## src/rtl/bank_queue_pkg.sv

```systemverilog
// bank_queue_pkg: shared state type, width helper and default widths for the bank queue blocks
package bank_queue_pkg;
  typedef enum logic [1:0] {IDLE, CALC, DONE} wt_state_t;
  localparam int PCOUNT_W_DEF = 3;
  localparam int TCOUNT_W_DEF = 2;
  localparam int SVC_TIME_DEF = 3;
  localparam int WTIME_W_DEF  = 8;
  function automatic int max(input int a, input int b);
    return a > b ? a : b;
  endfunction
endpackage

```

## src/rtl/wait_time_calc_if.sv

```systemverilog
// wait_time_calc_if: request/response handshake bundle between queue counter and display logic
interface wait_time_calc_if import bank_queue_pkg::*; #(
  parameter int PCOUNT_W = PCOUNT_W_DEF,
  parameter int TCOUNT_W = TCOUNT_W_DEF,
  parameter int WTIME_W  = WTIME_W_DEF
);
  logic                req_valid;
  logic                req_ready;
  logic [PCOUNT_W-1:0] pcount;
  logic [TCOUNT_W-1:0] tcount;
  logic                resp_valid;
  logic                resp_ready;
  logic [WTIME_W-1:0]  wtime;
  logic                resp_err;
  logic                resp_sat;
  modport master (
    output req_valid, pcount, tcount, resp_ready,
    input  req_ready, resp_valid, wtime, resp_err, resp_sat
  );
  modport slave (
    input  req_valid, pcount, tcount, resp_ready,
    output req_ready, resp_valid, wtime, resp_err, resp_sat
  );
endinterface

```

## src/rtl/wait_time_calc_seq_divider.sv

```systemverilog
// seq_divider: restoring divider producing one quotient bit per cycle, MSB first
module seq_divider #(
  parameter int NUM_W = 6,
  parameter int DEN_W = 2
) (
  input  logic             clk,
  input  logic             rst,
  input  logic             start,
  input  logic [NUM_W-1:0] num,
  input  logic [DEN_W-1:0] den,
  output logic             busy,
  output logic             done,
  output logic [NUM_W-1:0] quot,
  output logic [DEN_W:0]   rem
);
  localparam int CNT_W = $clog2(NUM_W + 1);
  logic [NUM_W-1:0] q_q, q_d;
  logic [DEN_W:0]   r_q, r_d;
  logic [DEN_W-1:0] den_q, den_d;
  logic [CNT_W-1:0] cnt_q, cnt_d;
  logic             busy_q, busy_d, done_q, done_d;
  logic [DEN_W:0]   shifted, diff;
  logic             fits;
  // quotient register doubles as the numerator shifter: numerator bits leave at the top, quotient bits enter at the bottom
  always_comb begin
    shifted = {r_q[DEN_W-1:0], q_q[NUM_W-1]};
    diff    = shifted - {1'b0, den_q};
    fits    = shifted >= {1'b0, den_q};
    q_d     = q_q;
    r_d     = r_q;
    den_d   = den_q;
    cnt_d   = cnt_q;
    busy_d  = busy_q;
    done_d  = 1'b0;
    if (start && !busy_q) begin
      q_d    = num;
      r_d    = '0;
      den_d  = den;
      cnt_d  = CNT_W'(NUM_W);
      busy_d = 1'b1;
    end else if (busy_q) begin
      q_d    = {q_q[NUM_W-2:0], fits};
      r_d    = fits ? diff : shifted;
      cnt_d  = cnt_q - CNT_W'(1);
      busy_d = cnt_q != CNT_W'(1);
      done_d = cnt_q == CNT_W'(1);
    end
  end
  // divider state registers
  always_ff @(posedge clk) begin
    if (rst) begin
      q_q    <= '0;
      r_q    <= '0;
      den_q  <= '0;
      cnt_q  <= '0;
      busy_q <= 1'b0;
      done_q <= 1'b0;
    end else begin
      q_q    <= q_d;
      r_q    <= r_d;
      den_q  <= den_d;
      cnt_q  <= cnt_d;
      busy_q <= busy_d;
      done_q <= done_d;
    end
  end
  assign busy = busy_q;
  assign done = done_q;
  assign quot = q_q;
  assign rem  = r_q;
endmodule

```

## src/rtl/wait_time_calc.sv

```systemverilog
// wait_time_calc: sequential expected-wait computation with error and saturation reporting
module wait_time_calc import bank_queue_pkg::*; #(
  parameter int PCOUNT_W = PCOUNT_W_DEF,
  parameter int TCOUNT_W = TCOUNT_W_DEF,
  parameter int SVC_TIME = SVC_TIME_DEF,
  parameter int WTIME_W  = WTIME_W_DEF
) (
  input logic             clk,
  input logic             rst,
  wait_time_calc_if.slave bus
);
  localparam int SUM_W = max(PCOUNT_W, TCOUNT_W) + 1;
  localparam int SVC_W = $clog2(SVC_TIME + 1);
  localparam int NUM_W = SUM_W + SVC_W;
  localparam int EXT_W = max(NUM_W, WTIME_W);
  wt_state_t          state_q, state_d;
  logic               req_ready_q, req_ready_d;
  logic               resp_valid_q, resp_valid_d;
  logic [WTIME_W-1:0] wtime_q, wtime_d;
  logic               err_q, err_d;
  logic               sat_q, sat_d;
  logic [SUM_W-1:0]   sum;
  logic [NUM_W-1:0]   num;
  logic [NUM_W-1:0]   div_quot;
  logic [EXT_W-1:0]   q_ext;
  logic               q_sat;
  logic               div_start, div_done;
  logic               unused_busy;
  logic [TCOUNT_W:0]  unused_rem;
  seq_divider #(.NUM_W(NUM_W), .DEN_W(TCOUNT_W)) u_div (
    .clk   (clk),
    .rst   (rst),
    .start (div_start),
    .num   (num),
    .den   (bus.tcount),
    .busy  (unused_busy),
    .done  (div_done),
    .quot  (div_quot),
    .rem   (unused_rem)
  );
  // numerator and quotient clamp; SUM_W/NUM_W are sized so neither can overflow
  always_comb begin
    sum   = SUM_W'(bus.pcount) + SUM_W'(bus.tcount) - SUM_W'(1);
    num   = NUM_W'(SVC_TIME) * NUM_W'(sum);
    q_ext = EXT_W'(div_quot);
    q_sat = q_ext > EXT_W'({WTIME_W{1'b1}});
  end
  // FSM: accept in IDLE, divide in CALC, hold the result in DONE until consumed
  always_comb begin
    state_d      = state_q;
    req_ready_d  = req_ready_q;
    resp_valid_d = resp_valid_q;
    wtime_d      = wtime_q;
    err_d        = err_q;
    sat_d        = sat_q;
    div_start    = 1'b0;
    case (state_q)
      IDLE: if (bus.req_valid) begin
        req_ready_d = 1'b0;
        wtime_d     = '0;
        sat_d       = 1'b0;
        err_d       = bus.tcount == '0;
        div_start   = bus.tcount != '0 && bus.pcount != '0;
        state_d     = div_start ? CALC : DONE;
      end
      CALC: if (div_done) begin
        state_d      = DONE;
        resp_valid_d = 1'b1;
        sat_d        = q_sat;
        wtime_d      = q_sat ? '1 : WTIME_W'(q_ext);
      end
      DONE: if (!resp_valid_q) begin
        resp_valid_d = 1'b1;
      end else if (bus.resp_ready) begin
        state_d      = IDLE;
        resp_valid_d = 1'b0;
        req_ready_d  = 1'b1;
      end
      default: state_d = IDLE;
    endcase
  end
  // state and registered outputs
  always_ff @(posedge clk) begin
    if (rst) begin
      state_q      <= IDLE;
      req_ready_q  <= 1'b1;
      resp_valid_q <= 1'b0;
      wtime_q      <= '0;
      err_q        <= 1'b0;
      sat_q        <= 1'b0;
    end else begin
      state_q      <= state_d;
      req_ready_q  <= req_ready_d;
      resp_valid_q <= resp_valid_d;
      wtime_q      <= wtime_d;
      err_q        <= err_d;
      sat_q        <= sat_d;
    end
  end
  assign bus.req_ready  = req_ready_q;
  assign bus.resp_valid = resp_valid_q;
  assign bus.wtime      = wtime_q;
  assign bus.resp_err   = err_q;
  assign bus.resp_sat   = sat_q;
endmodule

```

## src/flat_wrapper.sv

```systemverilog
// flat-port wrapper written by rule: the top's interface ports become plain ports
module wait_time_calc_flat import bank_queue_pkg::*;
#(
  parameter int PCOUNT_W = PCOUNT_W_DEF,
  parameter int TCOUNT_W = TCOUNT_W_DEF,
  parameter int SVC_TIME = SVC_TIME_DEF,
  parameter int WTIME_W  = WTIME_W_DEF
)
  (clk, rst, bus_req_valid, bus_pcount, bus_tcount, bus_resp_ready, bus_req_ready, bus_resp_valid, bus_wtime, bus_resp_err, bus_resp_sat);
  wait_time_calc_if #(.PCOUNT_W(PCOUNT_W), .TCOUNT_W(TCOUNT_W), .WTIME_W(WTIME_W)) bus_i ();
  input logic clk;
  input logic rst;
  input wire logic [$bits(bus_i.req_valid)-1:0] bus_req_valid;
  input wire logic [$bits(bus_i.pcount)-1:0] bus_pcount;
  input wire logic [$bits(bus_i.tcount)-1:0] bus_tcount;
  input wire logic [$bits(bus_i.resp_ready)-1:0] bus_resp_ready;
  output wire logic [$bits(bus_i.req_ready)-1:0] bus_req_ready;
  output wire logic [$bits(bus_i.resp_valid)-1:0] bus_resp_valid;
  output wire logic [$bits(bus_i.wtime)-1:0] bus_wtime;
  output wire logic [$bits(bus_i.resp_err)-1:0] bus_resp_err;
  output wire logic [$bits(bus_i.resp_sat)-1:0] bus_resp_sat;
  assign bus_i.req_valid = bus_req_valid;
  assign bus_i.pcount = bus_pcount;
  assign bus_i.tcount = bus_tcount;
  assign bus_i.resp_ready = bus_resp_ready;
  assign bus_req_ready = bus_i.req_ready;
  assign bus_resp_valid = bus_i.resp_valid;
  assign bus_wtime = bus_i.wtime;
  assign bus_resp_err = bus_i.resp_err;
  assign bus_resp_sat = bus_i.resp_sat;
  wait_time_calc #(.PCOUNT_W(PCOUNT_W), .TCOUNT_W(TCOUNT_W), .SVC_TIME(SVC_TIME), .WTIME_W(WTIME_W)) u_core (.clk(clk), .rst(rst), .bus(bus_i));
endmodule
```

## config.mk

```make
export PLATFORM = sky130hd
export DESIGN_NAME = wait_time_calc_flat
export DESIGN_NICKNAME = d
export VERILOG_FILES = /design/src/rtl/bank_queue_pkg.sv /design/src/rtl/wait_time_calc_if.sv /design/src/rtl/wait_time_calc_seq_divider.sv /design/src/rtl/wait_time_calc.sv /design/src/flat_wrapper.sv
export SDC_FILE = /design/constraint.sdc
export NUM_CORES = 1
export LEC_CHECK = 0
export BUFFER_PORTS_ARGS = -buffer_cell sky130_fd_sc_hd__buf_2
export CELL_PAD_IN_SITES_DETAIL_PLACEMENT = 1
export CELL_PAD_IN_SITES_GLOBAL_PLACEMENT = 2
export CORE_MARGIN = 10
export CORE_UTILIZATION = 34
export DETAILED_ROUTE_END_ITERATION = 6
export HOLD_SLACK_MARGIN = 0.02
export PLACE_DENSITY_LB_ADDON = 0.1
export SYNTH_ARGS = -nofsm -noshare
export SYNTH_HDL_FRONTEND = slang
export SYNTH_SLANG_ARGS = --single-unit
```

## constraint.sdc

```tcl
create_clock -name clk -period 2.8 [get_ports clk]
set_input_delay 0.56 -clock clk [delete_from_list [all_inputs] [get_ports clk]]
set_output_delay 0.56 -clock clk [all_outputs]
set_load 0.02 [all_outputs]
```

==> results.json <==
{
  "hold_depth": 2,
  "grt_pass1_vias": 1405,
  "seq_power_share_pct": 43.8,
  "clk_path_buf_depth": 2,
  "initial_utilization_pct": 34.69,
  "critical_path_class": "in -> reg",
  "final_max_slew_viol_count": 0,
  "vias": 1266,
  "hold_path_startpoint": "u_core.bus.wtime[1]",
  "coreArea_um2": 4324,
  "p_int_w": 0.0007147,
  "ys_seq_area_share_pct": 34.70,
  "p_clk_share_pct": 30.4,
  "pwr-share-comb_pct": 25.7,
  "die_x_um": 86.43,
  "power_density_nw_per_um2": 608.5,
  "worstReg2RegEnd": "u_core.u_div.quot[5]",
  "cts_num_sinks": 26,
  "dr.first_iter.drc_count": 65,
  "drc": 0,
  "grt_pass1_wl_um": 6748,
  "fmax_ghz": 0.3856,
  "cts_max_level": 1,
  "place_congestion": 0.7832,
  "final_cell_mix": "dfxtp_1 (26), inv_1 (23), nand2_1 (18), buf_2 (17), a21oi_1 (16)",
  "ys_seq_elements": 26,
  "drv_cap": 0,
  "dp_hpwl_um": 2926,
  "synthArstFlopShare_pct": 0,
  "via_per_inst": 5.210,
  "rsz0062_at_grt": "no",
  "synth_area_um2": 1500,
  "ys.flop_type": "dfxtp_1",
  "fp.dieArea_um2": 7469,
  "swShare_pct": 30.97,
  "grt_usage_pct": 10.78,
  "dp_cells": 239,
  "hold_violations": 0,
  "period_share_pct": 92.61,
  "fin_nets": 214,
  "fp.dieH_um": 86.43,
  "hold_class": "reg -> reg",
  "worst_slew_pin_slew_ns": 0.9539,
  "wirelength_um": 3773,
  "num_rows": 24,
  "cts-root-buf": "clkbuf_8",
  "min_to": "u_core.bus.wtime[1]",
  "synth_edf_count": 0,
  "cp-start-kind": "primary input",
  "setup_violations": 0,
  "power_w": 0.001035,
  "yosysUniqueCellTypes": 44,
  "netSwitchingPower_w": 0.0003206,
  "status": "finished, final reports clean",
  "syn_inst": 176,
  "cts_hold_buffers": 0,
  "dr.pass1.iters": 4,
  "cts.clk_slew.worst_paths_ns": 0.09,
  "final_common_cell": "dfxtp_1",
  "drive_gt1_share_pct": 16.75,
  "ant_nets": 0,
  "portBuffers": 17,
  "avgRoutedWirePerCell_um": 15.53,
  "postCtsResizedCells": 0,
  "total_leakage_power_nw": 0.6908,
  "cts_setup_buffers": 0,
  "critPathArrivalTime_ns": 2.76,
  "cp-end-kind": "flip-flop",
  "finalClockSkew_ns": 0.004418,
  "timing.hold.ws_ns": 0.4571,
  "cp.required_ns": 2.97,
  "timing.rr.start": "u_core.state_q[0]",
  "numCtsBuffers": 3,
  "min_period_ns": 2.593,
  "peakVddDrop_v": 0.0002974,
  "rrSetupSlack_ns": 0.94,
  "ys.warnings.count": 0,
  "fin_cells": 243,
  "ioPinCount": 21,
  "r2r_cells": 4,
  "syn_avg_cell_area_um2": 8.524,
  "final_util_pct": 39.35,
  "antenna_cells": 0,
  "grt-ovfl-total": 0,
  "cts_tree": "done",
  "relSlewSlack_pct": 36.32,
  "path_max_fanout": 2,
  "clk_latency_ns": 0.27,
  "grt_max_degree": 29,
  "antenna_found_initial": 0,
  "syn_to_final_growth_pct": 13.43
}
## cells in the mapped netlist, types with 2 or more instances
cell type,instances,area [um^2]
nand2b_1,3,18.77
a211o_1,2,17.52
ha_1,10,125.1
a2111oi_2,2,30.03
nand4b_1,6,52.55
o21ai_1,5,25.02
nor3_1,4,20.02
dfxtp_1,26,520.5
inv_1,23,86.33
fa_1,3,60.06
a31oi_1,2,12.51
buf_4,3,22.52
xnor2_1,4,35.03
a221oi_1,3,26.28
a21oi_1,16,80.08
nor2_1,8,30.03
nand3_1,2,10.01
o21ai_0,3,15.01
clkbuf_1,8,30.03
nand2_1,18,67.56
mux2i_1,2,20.02
## power by group through the flow
stage / registers, W / logic (W) / clock network, W
finish: 0.000454 / 0.000266 / 0.000315
global route: 0.000462 / 0.000305 / 0.000340
CTS: 0.000454 / 0.000271 / 0.000322
detailed placement: 0.000463 / 0.000268 / 0
global placement: 0.000460 / 0.000254 / 0
floorplan: 0.000440 / 0.000210 / 0
## routing by layer
metal | up-vias | global-route usage (%) | wire (um)
met5 | - | 0 | 0
met1 | 610 | 13.05 | 1754
met3 | 6 | 2.345 | 153
li1 | 632 | - | -
met2 | 18 | 18.39 | 1809
met4 | 0 | 3.535 | 56
## layout make-up
class	count	area (um^2)
clock buffers	3	41.29
flip-flops and latches	26	520.5
repair buffers	21	115.1
inverters	23	86.33
multi-input cells	117	843.3
clock inverters	1	30.03
well taps	52	65.06
fillers	525	2623
## stage by stage
stage | worst slack, ns | cell area [um^2] | setup TNS [ns]
finish | 0.2068 | 1702 | 0
global route | 0.06358 | 1702 | 0
CTS | 0.1859 | 1702 | 0
detailed placement | -0.09692 | 1630 | -0.2561
global placement | 0.01244 | 1630 | 0
floorplan | 0.2005 | 1508 | 0
## sequential cells by signal, indices dropped and copies added (netlist names)
register               count
u_core.bus.wtime           6
u_core.u_div.quot          6
u_core.u_div.cnt_q         3
u_core.state_q             2
u_core.u_div.den_q         2
u_core.u_div.rem           2
u_core.bus.req_ready       1
u_core.bus.resp_err        1
u_core.bus.resp_valid      1
u_core.u_div.busy          1
u_core.u_div.done          1
## worst max-delay path by stage
stage                  start                    to  slack, ns
3_5_place_dp   bus_tcount[1]  u_core.u_div.quot[5]       -0.1
3_3_place_gp   bus_tcount[1]  u_core.u_div.quot[5]       0.01
4_1_cts        bus_tcount[1]  u_core.u_div.quot[5]       0.19
6_report       bus_tcount[1]  u_core.u_div.quot[5]       0.21
2_1_floorplan  bus_tcount[1]  u_core.u_div.quot[5]       0.20
5_1_grt        bus_tcount[1]  u_core.u_div.quot[5]       0.06
## critical path, cell delays in order
cell       delay [ns]
buf_2            0.09
inv_1            0.06
ha_1             0.30
inv_1            0.06
ha_1             0.17
inv_1            0.06
fa_1             0.50
inv_1            0.08
fa_1             0.46
nand2_1          0.09
a211oi_1         0.09
a2111oi_2        0.24
## cell families after synthesis
| kind of cell | count (synthesis) | share of synthesized area [%] |
|---|---|---|
| muxes | 2 | 1.334 |
| xor gates and xnor gates | 5 | 2.919 |
| adders and majority gates | 13 | 12.34 |
| AOI/OAI and AO/OA | 44 | 20.19 |
| buffers and inverters | 35 | 9.591 |
| other | 1 | 0.2500 |
| and+or+nand+nor | 50 | 18.68 |
| DFF | 26 | 34.70 |
No activity file was read; power rests on OpenSTA's default activity.
